--- src/rtl/axi_mtimer_slave.sv ---
// axi_mtimer_slave: AXI4 single-beat responder for a RISC-V machine timer
// (64-bit mtime/mtimecmp, prescaler/enable control, level timer interrupt).
`default_nettype none

package axi_mtimer_pkg;
  localparam logic [1:0] RESP_OKAY   = 2'b00;
  localparam logic [1:0] RESP_SLVERR = 2'b10;

  typedef struct packed {
    logic [3:0]  awid;
    logic [31:0] awaddr;
    logic [7:0]  awlen;
    logic        awvalid;
    logic [31:0] wdata;
    logic [3:0]  wstrb;
    logic        wlast;
    logic        wvalid;
    logic        bready;
    logic [3:0]  arid;
    logic [31:0] araddr;
    logic [7:0]  arlen;
    logic        arvalid;
    logic        rready;
  } s_axi_mosi_t;

  typedef struct packed {
    logic        awready;
    logic        wready;
    logic [3:0]  bid;
    logic [1:0]  bresp;
    logic        bvalid;
    logic        arready;
    logic [3:0]  rid;
    logic [31:0] rdata;
    logic [1:0]  rresp;
    logic        rlast;
    logic        rvalid;
  } s_axi_miso_t;
endpackage

module axi_mtimer_slave
  import axi_mtimer_pkg::*;
#(
  parameter logic [15:0] PRESC_RST = 16'd0,
  parameter logic        EN_RST    = 1'b1
) (
  input  logic        clk,
  input  logic        rst,
  input  s_axi_mosi_t axi_mosi,
  output s_axi_miso_t axi_miso,
  output logic        timer_irq_o
);

  typedef enum logic [1:0] {W_IDLE, W_DATA, W_RESP} wstate_t;
  typedef enum logic       {R_IDLE, R_DATA}         rstate_t;

  wstate_t     r_wstate, w_wstate_nxt;
  rstate_t     r_rstate, w_rstate_nxt;

  logic [2:0]  r_awoff;
  logic [3:0]  r_awid;
  logic [7:0]  r_awlen;
  logic [3:0]  r_arid;
  logic [7:0]  r_arlen;
  logic [7:0]  r_beat;
  logic [31:0] r_rdata;
  logic [1:0]  r_rresp;

  logic [63:0] r_mtime, w_mtime_nxt;
  logic [63:0] r_mtimecmp, w_cmp_nxt;
  logic        r_en, w_en_nxt;
  logic [15:0] r_presc, w_presc_nxt;
  logic [15:0] r_psc, w_psc_nxt;
  logic        r_irq;

  logic        w_awready, w_wready, w_arready;
  logic        w_aw_hs, w_w_hs, w_ar_hs, w_r_hs;
  logic        w_rlast;
  logic        w_wmapped, w_wr_en, w_tick;
  logic        w_wr_mtlo, w_wr_mthi, w_wr_cmplo, w_wr_cmphi, w_wr_ctrl;
  logic [31:0] w_wmask;
  logic [31:0] w_rd_val;
  logic        w_rd_map;
  logic        w_unused;

  assign w_unused = ^{axi_mosi.awaddr[31:5], axi_mosi.awaddr[1:0],
                      axi_mosi.araddr[31:5], axi_mosi.araddr[1:0]};

  assign w_awready = (r_wstate == W_IDLE) && !rst;
  assign w_wready  = (r_wstate == W_DATA) && !rst;
  assign w_arready = (r_rstate == R_IDLE) && !rst;
  assign w_aw_hs   = w_awready && axi_mosi.awvalid;
  assign w_w_hs    = w_wready && axi_mosi.wvalid;
  assign w_ar_hs   = w_arready && axi_mosi.arvalid;
  assign w_rlast   = (r_rstate == R_DATA) && (r_beat == r_arlen);
  assign w_r_hs    = (r_rstate == R_DATA) && axi_mosi.rready;

  // Write path
  always_comb begin
    w_wstate_nxt = r_wstate;
    case (r_wstate)
      W_IDLE:  if (w_aw_hs) w_wstate_nxt = W_DATA;
      W_DATA:  if (w_w_hs && axi_mosi.wlast) w_wstate_nxt = W_RESP;
      W_RESP:  if (axi_mosi.bready) w_wstate_nxt = W_IDLE;
      default: w_wstate_nxt = W_IDLE;
    endcase
  end

  // Read path
  always_comb begin
    w_rstate_nxt = r_rstate;
    case (r_rstate)
      R_IDLE:  if (w_ar_hs) w_rstate_nxt = R_DATA;
      R_DATA:  if (w_r_hs && w_rlast) w_rstate_nxt = R_IDLE;
      default: w_rstate_nxt = R_IDLE;
    endcase
  end

  assign w_wmapped  = (r_awoff <= 3'd4);
  assign w_wr_en    = w_w_hs && (r_awlen == 8'd0) && w_wmapped;
  assign w_wr_mtlo  = w_wr_en && (r_awoff == 3'd0);
  assign w_wr_mthi  = w_wr_en && (r_awoff == 3'd1);
  assign w_wr_cmplo = w_wr_en && (r_awoff == 3'd2);
  assign w_wr_cmphi = w_wr_en && (r_awoff == 3'd3);
  assign w_wr_ctrl  = w_wr_en && (r_awoff == 3'd4);
  assign w_wmask    = {{8{axi_mosi.wstrb[3]}}, {8{axi_mosi.wstrb[2]}},
                       {8{axi_mosi.wstrb[1]}}, {8{axi_mosi.wstrb[0]}}};

  // >= rather than == so lowering presc below the running count cannot stall mtime
  assign w_tick    = r_en && (r_psc >= r_presc);
  assign w_psc_nxt = !r_en ? r_psc : (w_tick ? 16'd0 : r_psc + 16'd1);

  // A bus write to mtime suppresses that cycle's increment entirely (no partial carry)
  always_comb begin
    w_mtime_nxt = r_mtime;
    if (w_wr_mtlo)
      w_mtime_nxt[31:0] = (r_mtime[31:0] & ~w_wmask) | (axi_mosi.wdata & w_wmask);
    else if (w_wr_mthi)
      w_mtime_nxt[63:32] = (r_mtime[63:32] & ~w_wmask) | (axi_mosi.wdata & w_wmask);
    else if (w_tick)
      w_mtime_nxt = r_mtime + 64'd1;
  end

  always_comb begin
    w_cmp_nxt = r_mtimecmp;
    if (w_wr_cmplo)
      w_cmp_nxt[31:0] = (r_mtimecmp[31:0] & ~w_wmask) | (axi_mosi.wdata & w_wmask);
    else if (w_wr_cmphi)
      w_cmp_nxt[63:32] = (r_mtimecmp[63:32] & ~w_wmask) | (axi_mosi.wdata & w_wmask);
  end

  always_comb begin
    w_en_nxt    = r_en;
    w_presc_nxt = r_presc;
    if (w_wr_ctrl) begin
      if (axi_mosi.wstrb[0]) w_en_nxt = axi_mosi.wdata[0];
      if (axi_mosi.wstrb[2]) w_presc_nxt[7:0]  = axi_mosi.wdata[23:16];
      if (axi_mosi.wstrb[3]) w_presc_nxt[15:8] = axi_mosi.wdata[31:24];
    end
  end

  always_comb begin
    w_rd_val = 32'd0;
    w_rd_map = 1'b1;
    case (axi_mosi.araddr[4:2])
      3'd0:    w_rd_val = r_mtime[31:0];
      3'd1:    w_rd_val = r_mtime[63:32];
      3'd2:    w_rd_val = r_mtimecmp[31:0];
      3'd3:    w_rd_val = r_mtimecmp[63:32];
      3'd4:    w_rd_val = {r_presc, 15'd0, r_en};
      default: w_rd_map = 1'b0;
    endcase
  end

  always_ff @(posedge clk) begin
    if (rst) begin
      r_wstate   <= W_IDLE;
      r_rstate   <= R_IDLE;
      r_awoff    <= 3'd0;
      r_awid     <= 4'd0;
      r_awlen    <= 8'd0;
      r_arid     <= 4'd0;
      r_arlen    <= 8'd0;
      r_beat     <= 8'd0;
      r_rdata    <= 32'd0;
      r_rresp    <= RESP_OKAY;
      r_mtime    <= 64'd0;
      r_mtimecmp <= '1;
      r_en       <= EN_RST;
      r_presc    <= PRESC_RST;
      r_psc      <= 16'd0;
      r_irq      <= 1'b0;
    end else begin
      r_wstate   <= w_wstate_nxt;
      r_rstate   <= w_rstate_nxt;
      r_mtime    <= w_mtime_nxt;
      r_mtimecmp <= w_cmp_nxt;
      r_en       <= w_en_nxt;
      r_presc    <= w_presc_nxt;
      r_psc      <= w_psc_nxt;
      r_irq      <= (w_mtime_nxt >= w_cmp_nxt);
      if (w_aw_hs) begin
        r_awoff <= axi_mosi.awaddr[4:2];
        r_awid  <= axi_mosi.awid;
        r_awlen <= axi_mosi.awlen;
      end
      // Read data is sampled from pre-write register values on the AR handshake
      if (w_ar_hs) begin
        r_arid  <= axi_mosi.arid;
        r_arlen <= axi_mosi.arlen;
        r_beat  <= 8'd0;
        if (axi_mosi.arlen == 8'd0 && w_rd_map) begin
          r_rdata <= w_rd_val;
          r_rresp <= RESP_OKAY;
        end else begin
          r_rdata <= 32'd0;
          r_rresp <= RESP_SLVERR;
        end
      end else if (w_r_hs && !w_rlast) begin
        r_beat <= r_beat + 8'd1;
      end
    end
  end

  always_comb begin
    axi_miso         = '0;
    axi_miso.awready = w_awready;
    axi_miso.wready  = w_wready;
    axi_miso.arready = w_arready;
    axi_miso.bvalid  = (r_wstate == W_RESP);
    axi_miso.bid     = r_awid;
    axi_miso.bresp   = ((r_awlen == 8'd0) && w_wmapped) ? RESP_OKAY : RESP_SLVERR;
    axi_miso.rvalid  = (r_rstate == R_DATA);
    axi_miso.rid     = r_arid;
    axi_miso.rdata   = r_rdata;
    axi_miso.rresp   = r_rresp;
    axi_miso.rlast   = w_rlast;
  end

  assign timer_irq_o = r_irq;

endmodule

`default_nettype wire

--- config.mk ---
export PLATFORM = sky130hd
export DESIGN_NAME = axi_mtimer_slave
export DESIGN_NICKNAME = d
export VERILOG_FILES = /design/src/rtl/axi_mtimer_slave.sv
export SDC_FILE = /design/constraint.sdc
export NUM_CORES = 1
export LEC_CHECK = 0
export ABC_AREA = 1
export CELL_PAD_IN_SITES_DETAIL_PLACEMENT = 1
export CELL_PAD_IN_SITES_GLOBAL_PLACEMENT = 1
export CORE_UTILIZATION = 49
export DETAILED_ROUTE_END_ITERATION = 10
export DONT_BUFFER_PORTS = 1
export PLACE_DENSITY = 0.85
export SLEW_MARGIN = 20
export SYNTH_ARGS = -nofsm -noshare
export SYNTH_HDL_FRONTEND = slang
export SYNTH_SLANG_ARGS = --single-unit
export TNS_END_PERCENT = 20
--- constraint.sdc ---
create_clock -name clk -period 6 [get_ports clk]
set_input_delay 1.2 -clock clk [delete_from_list [all_inputs] [get_ports clk]]
set_output_delay 1.2 -clock clk [all_outputs]
set_load 0.01 [all_outputs]
# ---- Word-level counts from Yosys, hierarchy flattened
# Cells that the tools add are included.
dict set report word_totals {
  ff_bits 234
  in_bits 132
  out_inout_bits 51
  word_cells 103
}
dict set report op_classes {
  n_addsub 3
  magnitude_cmp 3
  eq_ne 14
  mux 21
  n_bitwise 11
  reduce_logical 34
}
# operator count
set ops {}
lappend ops {{32-bit two-way mux} 8}
lappend ops {{32-bit bitwise AND} 5}
lappend ops {{32-bit one-hot mux with 5 select lines} 1}
lappend ops {{32-bit bitwise OR} 4}
lappend ops {{64-bit by 1-bit adder with 64-bit output (second input constant)} 1}
lappend ops {{64-bit greater-or-equal comparator} 1}
lappend ops {{64-bit two-way mux} 1}
lappend ops {{32-bit NOT} 1}
lappend ops {{1-bit logical AND} 21}
lappend ops {{16-bit by 1-bit adder with 16-bit output (second input constant)} 1}
lappend ops {{16-bit greater-or-equal comparator} 1}
lappend ops {{8-bit logical NOT} 2}
lappend ops {{16-bit two-way mux} 1}
lappend ops {{3-bit by 2-bit equality test with 1-bit output (second input constant)} 4}
lappend ops {{2-bit two-way mux} 5}
lappend ops {{8-bit by 1-bit adder with 8-bit output (second input constant)} 1}
lappend ops {{8-bit equality test} 1}
lappend ops {{3-bit by 1-bit equality test with 1-bit output (second input constant)} 2}
lappend ops {{3-bit equality test (second input constant)} 2}
lappend ops {{3-bit logical NOT} 2}
lappend ops {{2-bit one-hot mux with 3 select lines} 1}
lappend ops {{2-bit AND reduction} 3}
lappend ops {{5-bit OR reduction} 1}
lappend ops {{2-bit != test (second input constant)} 2}
lappend ops {{11 further kinds} 14}

# ---- Depth between registers and ports, before layout
dict set report depth {
  word_depth 9
  depth_mapped 32
  depth_no_buf 31
}

# ---- Worst setup path before layout
# Ideal clock, no wire load.
dict set report synth_timing {
  kind {input -> register}
  startpoint {input port rst}
  endpoint {register r_irq (netlist: timer_irq_o)}
  setup_time_ps 57
  arrival_ps 3519
  t_required_ps 5943
  path_slack_ps 2424
  cell_stages 18
  path_buffers 1
  cell_sequence {nor2_2 -> nand2_1 -> inv_1 -> nand2_4 -> nor4_4 -> nand2_2 -> buf_4 -> nand2_1 -> o21ai_1 -> ha_1 -> nand2_1 -> nor4_1 -> nand2_1 -> nor2_1 -> nand4_1 -> nand3_1 -> nand2_1 -> inv_1}
}
dict set report synth_between {
  elab_chain_len 9
  word_cells_on_any_way 17
  cone_classes {1 x order compare; 7 x mux; 9 x reduce/logical}
}
# item line
set synth_lines {}
lappend synth_lines {{start, declared} 48} ;# input logic rst,
lappend synth_lines {{1-bit logical NOT} 90} ;# assign w_wready = (r_wstate == W_DATA) && !rst;
lappend synth_lines {{1-bit logical AND} 90}
lappend synth_lines {{1-bit logical AND} 93} ;# assign w_w_hs = w_wready && axi_mosi.wvalid;
lappend synth_lines {{1-bit logical AND (2 in series)} 120} ;# assign w_wr_en = w_w_hs && (r_awlen == 8'd0) && w_wmapped;
lappend synth_lines {{1-bit logical AND (on tied branches)} {122, 124}}
lappend synth_lines {{32-bit two-way mux (on tied branches)} {138, 148}}
lappend synth_lines {{32-bit two-way mux (on tied branches)} {136, 146}}
lappend synth_lines {{64-bit greater-or-equal comparator} 201} ;# r_irq <= (w_mtime_nxt >= w_cmp_nxt);
lappend synth_lines {{end signal, assigned} 201}
lappend synth_lines {{end, declared} 74} ;# logic r_irq;
# Parallel ways exist; a longest one is shown, timed or not.
# A chain may end at the register's enable or synchronous reset.

# ---- Worst setup path after layout
dict set report layout_timing {
  startpoint {register r_mtime[2]}
  endpoint {register r_irq (netlist: timer_irq_o)}
}
dict set report layout_between {
  elab_chain_len 5
  word_cells_on_any_way 9
  cone_classes {1 x add/sub; 1 x order compare; 5 x mux; 2 x bitwise}
}
# item line
set layout_lines {}
lappend layout_lines {{start, declared} 69} ;# logic [63:0] r_mtime, w_mtime_nxt;
lappend layout_lines {{start signal, assigned} 196} ;# r_mtime <= w_mtime_nxt;
lappend layout_lines {{64-bit by 1-bit adder with 64-bit output} 141} ;# w_mtime_nxt = r_mtime + 64'd1;
lappend layout_lines {{64-bit two-way mux} 140} ;# else if (w_tick)
lappend layout_lines {{32-bit two-way mux} 138} ;# else if (w_wr_mthi)
lappend layout_lines {{32-bit two-way mux} 136} ;# if (w_wr_mtlo)
lappend layout_lines {{net w_mtime_nxt[31]} 69}
lappend layout_lines {{64-bit greater-or-equal comparator} 201}
# The timed path passes the listed nets, and every way through them passes these cells.

==> flow_summary.ini <==
[worst_setup_path]
r2r-start = r_mtime[2]
rrSetupSlack_ps = 1390
worstSetupEndpointType = register
critPathArrivalTime_ps = 5120
crit_chain = nand3_1 -> nor2_1 -> nand2_1 -> nor2_1 -> nand3_1 -> nor2_1 -> nand2_1 -> o21ai_0 -> nand3_1 -> o21ai_0 -> inv_1 -> ha_1 -> nand4_1 -> nor2_1 -> nand3_1 -> nor2_1 -> nand2_1 -> nand2_1 -> nand2_1 -> nand3_1 -> nand2_1 -> inv_1
ff2ff_path_depth = 22
worstSetupPathType = reg2reg
required_ps = 6500
cp-startpoint = r_mtime[2]
r2r-end = timer_irq_o
critPathLaunchType = register
slowest_stage = dfxtp_1
crit_fanout = 5
crit_path_frequent_cell = nand2_1
max_stage_delay_ps = 420

[cts]
cts_setup_buffers = 0
cts_sinks = 233
cts_made_buffers = 27
cts_buffer_depth = 3
root_buffer = clkbuf_16
h-tree-depth = 1
clock_insertion_delay_worst_skew_ps = 560
tritoncts = built
cts_hold_buf = 0
cts.clk_slew.worst_paths_ps = 60
cts_resized = 0

[cells_and_area]
design_area_sq_um = 16090
syn2layout_area_growth_pct = 8.049
drive_above_1_share_pct = 4.768
nets = 2502

[grt]
antenna_found_initial = 0
gr-usage-all-layers_pct = 38.31
grt_max_degree = 94
grt.overflow.total = 0
first_global_vias = 16480
grt_pass1_wl_mm = 92.79

[synthesis]
syn_inst = 2326
ys_warn_count = 0
synthDominantCellAreaShare_pct = 31.32
ys.flop_type = dfxtp_1
yosys-top-cells-area = dfxtp_1 (31%), nand2_1 (15%), nor2_1 (7.6%), ha_1 (7.0%), inv_1 (6.5%)
async_flop_share_pct = 0
ys_ff_latch = 233
ys_top_cells_by_count = nand2_1 (590), nor2_1 (301), inv_1 (257), dfxtp_1 (233), a21oi_1 (180)
ys_seq_area_share_pct = 31.32
synth_top_cell_by_area = dfxtp_1
synth_area_per_cell_sq_um = 6.402
synth_area_sq_um = 14890
ys_types = 46
synth_edf_count = 0
synth.most_common_cell = nand2_1

[place]
place_congestion = 1.001
place_area_sq_um = 15200
dp_slack_ps = 1295
portBuffers = 0
hpwl_mm = 44.05

[sta]
setup-tns-final_ps = 0
fin_crit_sh_pct = 76.91
fin_skew_ps = 31.28
setup_ws_ps = 1386
fin_crit_ps = 4614
final_hold_viol_count = 0
hold-worst-slack_ps = 466.9
setup_viol = 0
max_freq_ghz = 0.2167
slew_headroom_pct = 28.66
worst_slew_pin_slew_ps = 1066
slew_violations = 0
rsz0062_at_grt = no

[floorplan]
start_util_pct = 49.98
dieArea_sq_um = 31090
dieHeight_um = 176.3
io_pins = 183
core.rowCount = 63
die_w_um = 176.3
core_sq_um = 29800

[outcome]
status = finished, final reports clean

[pwr]
vdd_ir_drop_max_uv = 209.2
p_leak_nw = 7.455
power.density_nw_per_um2 = 220.4

[flow_run]
cap_violations = 0

[drt]
wirelength_mm = 59.71
vias = 16190
ant_nets = 0
drtIter0Drc = 1096
first_pass_iters = 5
avgRoutedWirePerCell_um = 22.13
viasPerCell = 6.000
drc = 0

[worst_hold_path]
hp-start = r_awlen[0]
whs_path_depth = 2
worstHoldPathType = reg2reg
min_to = r_awlen[0]
## cell type report
| class | instances | area (sq um) |
|---|---|---|
| Antenna cell | 1 | 2.502 |
| Clock buffer | 40 | 764.5 |
| Clock inverter | 9 | 123.9 |
| Fill cell | 4086 | 13710 |
| Inverter | 270 | 1016 |
| Multi-Input combinational cell | 1724 | 8798 |
| Sequential cell | 233 | 4664 |
| Tap cell | 390 | 488.0 |
| Timing Repair Buffer | 31 | 232.7 |
## flip-flops by register name, indices dropped and copies added (netlist names)
| signal | count |
|---|---|
| r_mtime | 64 |
| r_arlen | 8 |
| r_rstate | 1 |
| r_awid | 4 |
| r_mtimecmp | 64 |
| r_beat | 8 |
| r_psc | 16 |
| timer_irq_o | 1 |
| r_awoff | 3 |
| r_rresp | 1 |
| r_en | 1 |
| r_presc | 16 |
| r_awlen | 8 |
| r_wstate | 2 |
| r_rdata | 32 |
| r_arid | 4 |
## cell usage in the layout (no fill, tap or decap), types with 5 or more instances in the layout
master,netlist,routed
nand2_1,590,588
nor2_1,301,301
inv_1,257,256
dfxtp_1,233,233
a21oi_1,180,180
nand3_1,173,173
o21ai_0,115,115
ha_1,83,83
o22ai_1,47,47
nor3_1,45,43
nand4_1,32,32
buf_4,8,31
a221oi_1,30,30
clkbuf_16,0,27
xor2_1,22,22
mux2i_1,18,18
a211oi_1,15,15
clkbuf_1,69,9
clkinv_1,8,8
nand2_2,6,8
o21a_1,8,8
o21ai_1,7,7
o21ai_2,7,7
xnor2_1,7,7
inv_2,5,5
nor2_4,5,5
nor4_1,5,5
o211ai_1,5,5
clkinv_2,0,5
## power by group
group | total, mW | switching [mW] | internal [mW] | leakage (nW)
clock network | 1.70 | 0.697 | 1.01 | 0.439
registers | 1.59 | 0.0249 | 1.57 | 1.89
logic | 0.249 | 0.180 | 0.0689 | 5.13
## how the worst max path moves through the flow
stage | end | slack [ps] | cells after the start
global route | timer_irq_o | 1190 | 22
floorplan | timer_irq_o | 2420 | 18
detailed placement | timer_irq_o | 1290 | 23
global placement | timer_irq_o | 1440 | 23
finish | timer_irq_o | 1390 | 22
CTS | timer_irq_o | 1530 | 22
## cells by family (layout without fill, tap and decap cells)
kind of cell / Yosys count / after routing / share of synthesized area, %
XOR/XNOR: 29 / 29 / 1.706
multiplexers: 18 / 18 / 1.210
flip-flops: 233 / 233 / 31.32
buffers and inverters: 370 / 350 / 9.721
other: 1 / 3 / 0.02518
AO/OA/AOI/OAI: 420 / 420 / 16.05
adder cells (fa/ha/maj): 83 / 83 / 6.974
AND/OR/NAND/NOR: 1172 / 1172 / 32.99
## critical path, delay by kind of cell (launching register included)
kind                       cells  cell delay (ps)
adders and majority gates      1              330
DFF                            1              420
AOI/OAI and AO/OA              2              400
and+or+nand+nor               17             3230
buffers and inverters          2              150
## layer usage
layer  GRT usage (%)  routed length, um  share of wire, %
met1           48.58              25100                42
met2           66.09              28290                47
met3           5.017               4020               6.7
met4           14.01               2291               3.8
met5               0                  0                 0
## per-stage QoR
step           utilization (%)  std cells  power (mW)
5_1_grt                  53.99       2697       3.648
6_report                 54.00       2698       3.547
3_5_place_dp             51.01       2648       1.866
4_1_cts                  53.99       2697       3.552
2_1_floorplan                -       2327       1.804
3_3_place_gp             51.01       2648       1.854
(Power assumes the default switching activity.)
